**src/rtl/jtdsp16_pkg.sv**
```systemverilog
// Shared encodings for the DSP16 Y-space address arithmetic unit.
package jtdsp16_pkg;

  localparam logic [2:0] MOD_HOLD = 3'd0;
  localparam logic [2:0] MOD_INC  = 3'd1;
  localparam logic [2:0] MOD_DEC  = 3'd2;
  localparam logic [2:0] MOD_INCJ = 3'd3;
  localparam logic [2:0] MOD_INCK = 3'd4;

  localparam logic [2:0] SEL_R0 = 3'd0;
  localparam logic [2:0] SEL_R1 = 3'd1;
  localparam logic [2:0] SEL_R2 = 3'd2;
  localparam logic [2:0] SEL_R3 = 3'd3;
  localparam logic [2:0] SEL_RB = 3'd4;
  localparam logic [2:0] SEL_RE = 3'd5;
  localparam logic [2:0] SEL_J  = 3'd6;
  localparam logic [2:0] SEL_K  = 3'd7;

endpackage

```
**src/rtl/jtdsp16_yaau_next.sv**
```systemverilog
// Next-pointer computation: post-modify of one pointer, modulo 2^AW.
module jtdsp16_yaau_next
  import jtdsp16_pkg::*;
#(
  parameter int AW = 11
) (
  input  logic [AW-1:0] r,
  input  logic [2:0]    mode,
  input  logic [AW-1:0] j,
  input  logic [AW-1:0] k,
  input  logic [AW-1:0] rb,
  input  logic [AW-1:0] re,
  output logic [AW-1:0] next_r
);

  // j and k are two's complement, so a plain AW-bit add also covers negative steps.
  always_comb begin
    next_r = r;
    case (mode)
      MOD_INC:  next_r = ((re != '0) && (r == re)) ? rb : r + AW'(1);
      MOD_DEC:  next_r = r - AW'(1);
      MOD_INCJ: next_r = r + j;
      MOD_INCK: next_r = r + k;
      default:  next_r = r;
    endcase
  end

endmodule

```
**src/rtl/jtdsp16_yaau.sv**
```systemverilog
// Y-space AAU: pointer/increment/bounds registers, RAM address/write port and
// read-valid flag for the 2048x16 internal data RAM.
module jtdsp16_yaau
  import jtdsp16_pkg::*;
#(
  parameter int AW = 11,
  parameter int DW = 16
) (
  input  logic          clk,
  input  logic          rst_n,
  input  logic          cen,
  input  logic          acc_en,
  input  logic          acc_we,
  input  logic [1:0]    ptr_sel,
  input  logic [2:0]    mod_mode,
  input  logic [DW-1:0] wdata,
  input  logic          reg_load,
  input  logic [2:0]    reg_sel,
  input  logic [DW-1:0] reg_din,
  output logic [DW-1:0] reg_dout,
  output logic [AW-1:0] ram_addr,
  output logic [DW-1:0] ram_din,
  output logic          ram_we,
  output logic          rdata_valid
);

  logic [AW-1:0] r [4];
  logic [AW-1:0] rb, re, j, k;
  logic [AW-1:0] next_r;

  jtdsp16_yaau_next #(.AW(AW)) u_next (
    .r      (r[ptr_sel]),
    .mode   (mod_mode),
    .j      (j),
    .k      (k),
    .rb     (rb),
    .re     (re),
    .next_r (next_r)
  );

  // Access protocol: acc_en is a one-cycle strobe with no back-pressure; every
  // enabled cycle with acc_en high is one RAM access, presented combinationally
  // and captured by the RAM on the same edge that post-modifies the pointer.
  assign ram_addr = r[ptr_sel];
  assign ram_din  = wdata;
  assign ram_we   = rst_n & cen & acc_en & acc_we;

  // The load is written after the modify so it takes precedence on the same pointer.
  always_ff @(posedge clk or negedge rst_n) begin
    if (!rst_n) begin
      for (int i = 0; i < 4; i++) r[i] <= '0;
      rb          <= '0;
      re          <= '0;
      j           <= '0;
      k           <= '0;
      rdata_valid <= 1'b0;
    end else if (cen) begin
      if (acc_en) r[ptr_sel] <= next_r;
      if (reg_load) begin
        case (reg_sel)
          SEL_RB:  rb <= reg_din[AW-1:0];
          SEL_RE:  re <= reg_din[AW-1:0];
          SEL_J:   j  <= reg_din[AW-1:0];
          SEL_K:   k  <= reg_din[AW-1:0];
          default: r[reg_sel[1:0]] <= reg_din[AW-1:0];
        endcase
      end
      rdata_valid <= acc_en & ~acc_we;
    end
  end

  always_comb begin
    reg_dout = '0;
    case (reg_sel)
      SEL_RB:  reg_dout = {{(DW-AW){1'b0}}, rb};
      SEL_RE:  reg_dout = {{(DW-AW){1'b0}}, re};
      SEL_J:   reg_dout = {{(DW-AW){j[AW-1]}}, j};
      SEL_K:   reg_dout = {{(DW-AW){k[AW-1]}}, k};
      default: reg_dout = {{(DW-AW){1'b0}}, r[reg_sel[1:0]]};
    endcase
  end

endmodule

```
**config.mk**
```make
export PLATFORM = sky130hd
export DESIGN_NAME = jtdsp16_yaau
export DESIGN_NICKNAME = d
export VERILOG_FILES = /design/src/rtl/jtdsp16_pkg.sv /design/src/rtl/jtdsp16_yaau_next.sv /design/src/rtl/jtdsp16_yaau.sv
export SDC_FILE = /design/constraint.sdc
export NUM_CORES = 1
export LEC_CHECK = 0
export BUFFER_PORTS_ARGS = -buffer_cell sky130_fd_sc_hd__buf_2
export CAP_MARGIN = 20
export CORE_AREA = 5 5 110 112
export DETAILED_ROUTE_END_ITERATION = 8
export DIE_AREA = 0 0 115 117
export GPL_ROUTABILITY_DRIVEN = 0
export PLACE_DENSITY_LB_ADDON = 0.25
export SETUP_SLACK_MARGIN = 0.1
export SLEW_MARGIN = 20
export SYNTH_ARGS = -nofsm -noshare
export SYNTH_HDL_FRONTEND = slang
export SYNTH_SLANG_ARGS = --single-unit
```
**constraint.sdc**
```tcl
create_clock -name clk -period 4.8 [get_ports clk]
set_input_delay 1.2 -clock clk [delete_from_list [all_inputs] [get_ports clk]]
set_output_delay 1.2 -clock clk [all_outputs]
set_load 0.005 [all_outputs]
```
== After elaboration in Yosys (flattened, before gate mapping) ==
Cells that the tools add are included.

* Bits in registers: 89
* Logic and storage cells: 61
* Output and inout port bits: 45

* $lt $le $gt $ge: 4
* Eq/ne operators: 9
* $add $sub $neg: 4
* Bitwise operators: 7
* Mux-type cells: 19
* Reduce and logical (&&, ||, !) cells: 9

{| class="wikitable"
|+ Operators by type and width
! operator !! number
|-
| $mux W44 || 4
|-
| $bwmux W44 || 2
|-
| $mux W11 || 7
|-
| $pmux W16 S4 || 1
|-
| $bmux W11 S2 || 2
|-
| $demux W11 S2 || 2
|-
| $pmux W11 S4 || 1
|-
| $add A11 B11 Y11 || 2
|-
| $eq A3 B3 Y1 const B || 5
|-
| $reduce_and A3 Y1 || 4
|-
| $add A11 B1 Y11 const B || 1
|-
| $eq A11 B11 Y1 || 1
|-
| $reduce_bool A11 Y1 || 1
|-
| $sub A11 B1 Y11 const B || 1
|-
| $eq A3 B2 Y1 const B || 2
|-
| $ge A3 B3 Y1 const B || 2
|-
| $lt A3 B1 Y1 const B || 2
|-
| $not A2 Y3 || 2
|-
| $and A1 B1 Y1 || 4
|-
| $reduce_or A4 Y1 || 1
|-
| $eq A3 B1 Y1 const B || 1
|-
| $logic_and A1 B1 Y1 || 3
|-
| $not A1 Y1 || 1
|}

== Logic depth before layout (Yosys ltp) ==
Gate-level depths: netlist of the first run.

* Word-level depth: 14
* Depth in mapped cells: 14
* Gate-level depth less buffers: 12

== Cells and area by module ==
A second synthesis of the first run with hierarchy kept.

* Cells, all modules: 564
* Area total of the unflattened synthesis: 6670.1 um^2

{| class="wikitable"
|+ By module, submodules not included
! module !! cells an instance !! area each (um^2) !! instances
|-
| jtdsp16_yaau || 399 || 5480.3 || 1
|-
| jtdsp16_yaau_next || 165 || 1189.9 || 1
|}

== Least setup slack after synthesis of the first run ==
OpenSTA, ideal clock, no wires.

* Kind: input to output
* Start: input port reg_sel[0]
* End: output port reg_dout[0]
* Setup slack: 0.615 ns
* Stages on the path: 4
* Arrival time: 2.985 ns
* Buffers on the path: 2
* Cell sequence: buf_1 -> buf_1 -> mux4_2 -> mux2_2

* Word-level cells in the longest chain between the ends: 5

{| class="wikitable"
|+ RTL lines
! item !! RTL line !! RTL
|-
| from (decl) || jtdsp16_yaau.sv:18 || <nowiki>input logic [2:0] reg_sel,</nowiki>
|-
| $not A2 Y3 (implied by the code) || jtdsp16_yaau.sv:79 || <nowiki>default: reg_dout = {{(DW-AW){1'b0}}, r[reg_sel[1:0]]};</nowiki>
|-
| $bmux W11 S2 || jtdsp16_yaau.sv:79 ||
|-
| $mux W11 (implied by the code) (2 in series) || jtdsp16_yaau.sv:79 ||
|-
| $pmux W16 S4 (*) || jtdsp16_yaau.sv:74 || <nowiki>case (reg_sel)</nowiki>
|-
| to (decl) || jtdsp16_yaau.sv:20 || <nowiki>output logic [DW-1:0] reg_dout,</nowiki>
|}

Every way passes the cells marked *; elsewhere a longest branch is shown, timed or not. The select of a mux whose other input is x is not followed.

== Worst setup path after layout of the first run ==
* Start: input port ptr_sel[0]
* End: register r[32] in the netlist's numbering

* Word-level cells in the longest chain between the ends: 14

{| class="wikitable"
|+ RTL lines
! item !! RTL line !! RTL
|-
| from (decl) || jtdsp16_yaau.sv:14 || <nowiki>input logic [1:0] ptr_sel,</nowiki>
|-
| $not A2 Y3 (implied by the code) (*) || jtdsp16_yaau.sv:32, jtdsp16_yaau.sv:58 ||
|-
| branches (longest 7 deep; another with $add A11 B1 Y11) || n/a ||
|-
| $bwmux W44 (*) || jtdsp16_yaau.sv:58 || <nowiki>if (acc_en) r[ptr_sel] <= next_r;</nowiki>
|-
| $mux W44 (*) || jtdsp16_yaau.sv:58 ||
|-
| $mux W44 (*) || jtdsp16_yaau.sv:57 || <nowiki>end else if (cen) begin</nowiki>
|-
| $bwmux W44 || jtdsp16_yaau.sv:65 || <nowiki>default: r[reg_sel[1:0]] <= reg_din[AW-1:0];</nowiki>
|-
| $mux W44 || jtdsp16_yaau.sv:60 || <nowiki>case (reg_sel)</nowiki>
|-
| $mux W44 (*) || jtdsp16_yaau.sv:59 || <nowiki>if (reg_load) begin</nowiki>
|-
| to (signal, indexed assignment) || jtdsp16_yaau.sv:58 ||
|-
| to (signal, indexed assignment) || jtdsp16_yaau.sv:65 ||
|-
| to (decl) || jtdsp16_yaau.sv:27 || <nowiki>logic [AW-1:0] r [4];</nowiki>
|}

Mark *: on every way between the ends. The select of a mux whose other input is x is not followed.
A chain may end at the register's enable or synchronous reset.

==> results.py, run 1 <==
metrics = {
    "critical_path": {
        "crit_chain": "buf_2 > mux4_2 > ha_1 > nor2b_1 > o2111ai_1 > a31oi_1 > o2111a_1 > o31ai_1 > buf_4 > nand4_1 > nand3_1",
        "cp_max_fo": 18,
        "slowest_delay_ps": 720,
        "crit_arrival_ps": 4680,
        "required_ps": 5080,
        "critPathKind": "in2reg",
        "endpoint_kind": "flip-flop",
        "crit_slowest_cell": "mux4_2",
        "crit_path_start_kind": "input port",
    },
    "placement": {
        "port_buffers": 53,
        "hpwl_mm": 14.5,
        "place_inst": 764,
        "pre_cts_ws_ps": 134,
    },
    "finish": {
        "seq_area_um2": 2230,
        "multi_input_area_um2": 3720,
        "area_delta_synth_final_pct": 9.11,
        "final_cell_mix": "dfrtp_1, mux2_2, buf_2",
        "finalNetCount": 690,
        "layoutNonFillerInstCount": 780,
        "final_common_cell": "dfrtp_1",
        "nFillCells": 923,
        "layout-drive-gt1-share_pct": 30.5,
        "antenna_cells": 0,
    },
    "synthesis": {
        "synth-compound-area-share_pct": 16.8,
        "synth_top_area_share_pct": 35.0,
        "ys_types": 70,
        "syn_inst": 597,
        "synth_area_um2": 6360,
        "ys_seq_area_share_pct": 35.0,
        "synth-simple-area-share_pct": 12.5,
        "async_flop_share_pct": 100,
        "synth_area_leaders": "dfrtp_1, mux2_2, mux4_2, a22oi_1, o21ai_0",
        "synthXorXnorAreaFrac_pct": 3.31,
        "synth_adder_area_share_pct": 2.48,
        "yosys_register_bits": 89,
        "yosys.area.top_type": "dfrtp_1",
        "synth-main-ff-cell": "dfrtp_1",
        "synth_top_family_by_area": "multiplexers",
        "synth_nets": 655,
        "synth_area_per_cell_um2": 10.7,
        "synth_warnings": 0,
        "muxShareOfSynthArea_pct": 23.3,
        "synth_edf_count": 0,
    },
    "clock_tree": {
        "numCtsBuffers": 9,
        "cts_hold_buf": 0,
        "clock-sinks": 89,
        "htreeDepth": 3,
        "path_clk_slew_ps": 70,
        "clock_latency_ps": 350,
        "cts_tree": "built",
        "post-cts-setup-buffers": 0,
        "cts_resized": 0,
        "cts_root_buffer": "clkbuf_16",
        "clock_path_buffers": 2,
    },
    "timing": {
        "tns_ps": 0,
        "worst_slack_ps": 394,
        "min_period_ps": 4410,
        "worst_pin_slew_ps": 887,
        "clock_skew_ps": 8.86,
        "holdWs_ps": 529,
        "rsz0062_at_grt": "false",
        "maxSlewViolCount": 0,
        "hold_viol": 0,
        "maxSlewHeadroom_pct": 40.5,
        "max_freq_mhz": 227,
        "min_period_over_period_pct": 91.8,
        "setup_viol": 0,
    },
    "grt": {
        "grt_overflow": 0,
        "grt_pass1_wl_mm": 30.9,
        "grt_pass1_vias": 5547,
        "grt_max_degree": 49,
        "grt_use_total_pct": 30.5,
        "antenna_found_initial": 1,
    },
    "floorplan": {
        "coreArea_um2": 11100,
        "fp.dieH_um": 117,
        "io_pins": 91,
        "die_area_um2": 13500,
        "start_util_pct": 57.2,
        "rows": 39,
        "die_w_um": 115,
    },
    "pwr": {
        "pwr-share-clk_pct": 21.4,
        "total_power_mw": 3.22,
        "switching_share_pct": 38.5,
        "p_sw_mw": 1.24,
        "peakVddDrop_mv": 0.225,
        "p_int_mw": 1.98,
        "leakage_nw": 3.02,
        "comb_power_share_pct": 43.0,
        "p_seq_share_pct": 35.7,
        "cellPowerDensity_nw_per_um2": 464,
    },
    "worst_hold_path": {
        "hold_path.class": "reg2reg",
    },
    "route": {
        "drt_iter0_markers": 609,
        "avgRoutedWirePerCell_um": 25.6,
        "ant_nets": 0,
        "drc_errors": 0,
        "drt-pass1-iter-count": 7,
        "drt-total-wl_mm": 19.9,
        "vias_per_cell": 7.11,
        "routed-via-count": 5544,
    },
    "job": {
        "drv_cap": 0,
    },
    "status": {
        "status": "complete, no violations",
    },
}
-- cell families after synthesis --
group,count (synthesis)
compound gates,150
xor+xnor,24
fa+ha+maj,12
buf+inv,70
flops,89
mux,100
simple gates,152
-- state kept, by name (all words and copies together), names as in the netlist --
| signal | count |
|---|---|
| j | 11 |
| k | 11 |
| r | 44 |
| rb | 11 |
| rdata_valid | 1 |
| re | 11 |
-- stage by stage --
stage                     utilization (%)  cell area, um^2
after floorplan                         -             6360
after global placement               59.8             6650
after detailed placement             59.8             6650
after CTS                            62.4             6940
after global routing                 62.4             6940
final                                62.4             6940
-- layout make-up --
| class | count | share of cell area [%] |
|---|---|---|
| repair buffers | 77 | 6.64 |
| clock buffers | 10 | 3.44 |
| clock inverters | 6 | 0.685 |
| well taps | 143 | 2.58 |
| multi-input cells | 438 | 53.6 |
| flip-flops and latches | 89 | 32.1 |
| inverters | 17 | 0.920 |
-- synthesized netlist by cell type (5+ instances only) --
cell / number
dfrtp_1: 89
mux2_2: 58
a22oi_1: 41
o21ai_0: 35
nand2_1: 34
nand3_1: 31
mux4_2: 27
nor2_1: 23
buf_4: 22
xnor2_1: 20
clkbuf_1: 17
inv_1: 17
nor3_1: 13
ha_1: 11
mux2i_1: 10
o22a_1: 10
a21oi_1: 9
and2_1: 9
a21o_1: 8
nand4_1: 7
o22ai_1: 7
nor4_1: 6
a31oi_1: 5
o2111ai_1: 5
-- power groups by stage --
stage               Clock, mW  Sequential (mW)  Combinational [mW]
floorplan                   0             1.07                1.00
global placement            0             1.13                1.31
detailed placement          0             1.15                1.35
CTS                     0.694             1.14                1.37
global route            0.730             1.17                1.49
finish                  0.689             1.15                1.38
-- routing by layer --
metal  share of wire [%]  wire length (um)  global-route usage, %  vias up
li1                    -                 -                      -     2363
met2                  47              9450                   48.1      343
met1                  38              7600                   38.8     2745
met5               0.035                 7                      0        -
met4                 5.4              1090                   17.8        2
met3                 9.0              1800                   6.74       91
-- critical path: cells and delay by family --
family | cells | cell delay, ps
and+or+nand+nor | 3 | 370
adders and majority gates | 1 | 380
AOI/OAI and AO/OA | 4 | 1340
buffers and inverters | 2 | 640
muxes | 1 | 720
-- path summary, 6_finish.rpt --
check | start | endpoint | slack [ps] | depth (start not counted)
max | ptr_sel[0] | r[32] | 390 | 11
min | k[6] | k[6] | 530 | 2
max reg2reg | r[2] | r[32] | 1400 | 10
min reg2reg | k[6] | k[6] | 530 | 2
max in group asynchronous | rst_n | re[1] | 2750 | 3
min in group asynchronous | rst_n | re[3] | 1040 | 2
No activity file was read; power rests on OpenSTA's default activity.
==> inputs of run 2 (changes only) <==
--- a/config.mk
+++ b/config.mk
@@ -7,9 +7,9 @@
 export LEC_CHECK = 0
 export BUFFER_PORTS_ARGS = -buffer_cell sky130_fd_sc_hd__buf_2
 export CAP_MARGIN = 20
-export CORE_AREA = 5 5 110 112
+export CORE_AREA = 5 5 94 131
 export DETAILED_ROUTE_END_ITERATION = 8
-export DIE_AREA = 0 0 115 117
+export DIE_AREA = 0 0 99 136
 export GPL_ROUTABILITY_DRIVEN = 0
 export PLACE_DENSITY_LB_ADDON = 0.25
 export SETUP_SLACK_MARGIN = 0.1
==> run 2 against run 1 <==
Effect of this change: die area about the same; sequential power about the same; hold slack got worse by 12 ps; sequential share of layout area increased by 0.18 points; first-iteration DRC count decreased by 17%; non-clock buffer count decreased by 6.
==> results.py, run 2 (synthesized netlist as in run 1, its figures left out) <==
metrics = {
    "worst_hold_path": {
        "hold_path.class": "reg2reg",
        "hold_depth": 2,
    },
    "pwr": {
        "peakVddDrop_mv": 0.294,
        "leakage_nw": 2.99,
        "total_power_mw": 3.20,
        "cellPowerDensity_nw_per_um2": 463,
    },
    "finish": {
        "largest_reg_flops": 44,
        "antenna_cells": 0,
        "area_delta_synth_final_pct": 8.50,
        "final_common_cell": "dfrtp_1",
        "finalNetCount": 684,
        "top_register": "r",
        "final_cell_mix": "dfrtp_1, mux2_2, buf_2",
        "layoutNonFillerInstCount": 775,
        "layout-drive-gt1-share_pct": 29.2,
        "fin_area_um2": 6900,
    },
    "timing": {
        "max_freq_mhz": 233,
        "maxSlewHeadroom_pct": 29.9,
        "maxSlewViolCount": 0,
        "rsz0062_at_grt": "false",
        "setup_viol": 0,
        "min_period_over_period_pct": 89.6,
        "worst_pin_slew_ps": 1050,
        "clock_skew_ps": 9.06,
        "hold_viol": 0,
        "worst_slack_ps": 500,
        "tns_ps": 0,
        "min_period_ps": 4300,
    },
    "floorplan": {
        "die_area_um2": 13500,
        "fp.dieH_um": 136,
        "coreArea_um2": 11100,
        "io_pins": 91,
        "start_util_pct": 57.2,
        "rows": 46,
        "die_w_um": 99,
    },
    "grt": {
        "grt_max_degree": 51,
        "use_met2_pct": 51.0,
        "grt_use_total_pct": 30.2,
        "use_met3_pct": 6.16,
        "grt_pass1_wl_mm": 31.0,
        "busiest_layer": "met2",
        "grt_overflow": 0,
        "use_met1_pct": 35.0,
        "grt_pass1_vias": 5628,
        "antenna_found_initial": 0,
    },
    "clock_tree": {
        "htreeDepth": 3,
        "clock-sinks": 89,
        "clock_path_buffers": 2,
        "cts_root_buffer": "clkbuf_16",
        "cts_resized": 0,
        "clock_latency_ps": 350,
        "cts_tree": "built",
        "post-cts-setup-buffers": 0,
        "cts_hold_buf": 0,
        "numCtsBuffers": 9,
        "path_clk_slew_ps": 60,
    },
    "critical_path": {
        "crit_arrival_ps": 4570,
        "cp_max_fo": 11,
        "crit_path_start_kind": "input port",
        "required_ps": 5070,
        "endpoint_kind": "flip-flop",
        "reg2reg_depth": 12,
        "critPathKind": "in2reg",
    },
    "route": {
        "drt-total-wl_mm": 19.8,
        "ant_nets": 0,
        "avgRoutedWirePerCell_um": 25.5,
        "drt_iter0_markers": 507,
        "drt-pass1-iter-count": 6,
        "drc_errors": 0,
        "routed-via-count": 5529,
        "vias_per_cell": 7.13,
    },
    "placement": {
        "pre_cts_ws_ps": 265,
        "port_buffers": 53,
        "hpwl_mm": 13.7,
        "place_inst": 759,
        "dpl_cell_area_um2": 6610,
    },
    "job": {
        "drv_cap": 0,
    },
    "status": {
        "status": "complete, no violations",
    },
}
==> run 2: where the power goes <==
| part | internal (mW) | switching (mW) |
|---|---|---|
| sequential | 0.952 | 0.196 |
| clock | 0.419 | 0.285 |
| combinational | 0.658 | 0.688 |
| total | 2.03 | 1.17 |
==> run 2: critical path, cell delays in order <==
cell	delay (ps)
buf_2	150
or3b_2	480
o22a_1	220
ha_1	180
inv_1	70
fa_1	420
nor2b_1	210
o2111ai_1	210
a31oi_1	600
nor3_1	120
nor4_1	320
buf_4	190
nand4_1	80
nand3_1	110
==> run 2: worst paths after layout <==
kind	start	slack, ps	end
max in group asynchronous	rst_n	2900	r[38]
worst max-delay path	mod_mode[2]	500	r[32]
worst max register to register	r[33]	1560	r[32]
min in group asynchronous	rst_n	830	j[5]
worst min register to register	k[6]	520	k[6]
worst min-delay path	k[6]	520	k[6]
==> run 2: layout make-up <==
cell class / count / area (um^2)
flip-flops and latches: 89 / 2230
well taps: 144 / 180
multi-input cells: 438 / 3720
clock buffers: 14 / 254
repair buffers: 71 / 415
clock inverters: 2 / 37.5
inverters: 17 / 63.8
fillers: 914 / 4210
==> run 2: metrics by stage <==
| step | util [%] | hold WS (ps) |
|---|---|---|
| final | 62.1 | 517 |
| after global routing | 62.1 | 557 |
| after CTS | 62.1 | 519 |
| after detailed placement | 59.5 | 498 |
| after global placement | 59.5 | 484 |
| after floorplan | - | 467 |
==> run 2: layer usage <==
metal  vias to the layer above  wire length (um)
li1                       2350                 -
met1                      2746              7020
met2                       344              9760
met3                        89              1670
met4                         0              1310
met5                         -                 0
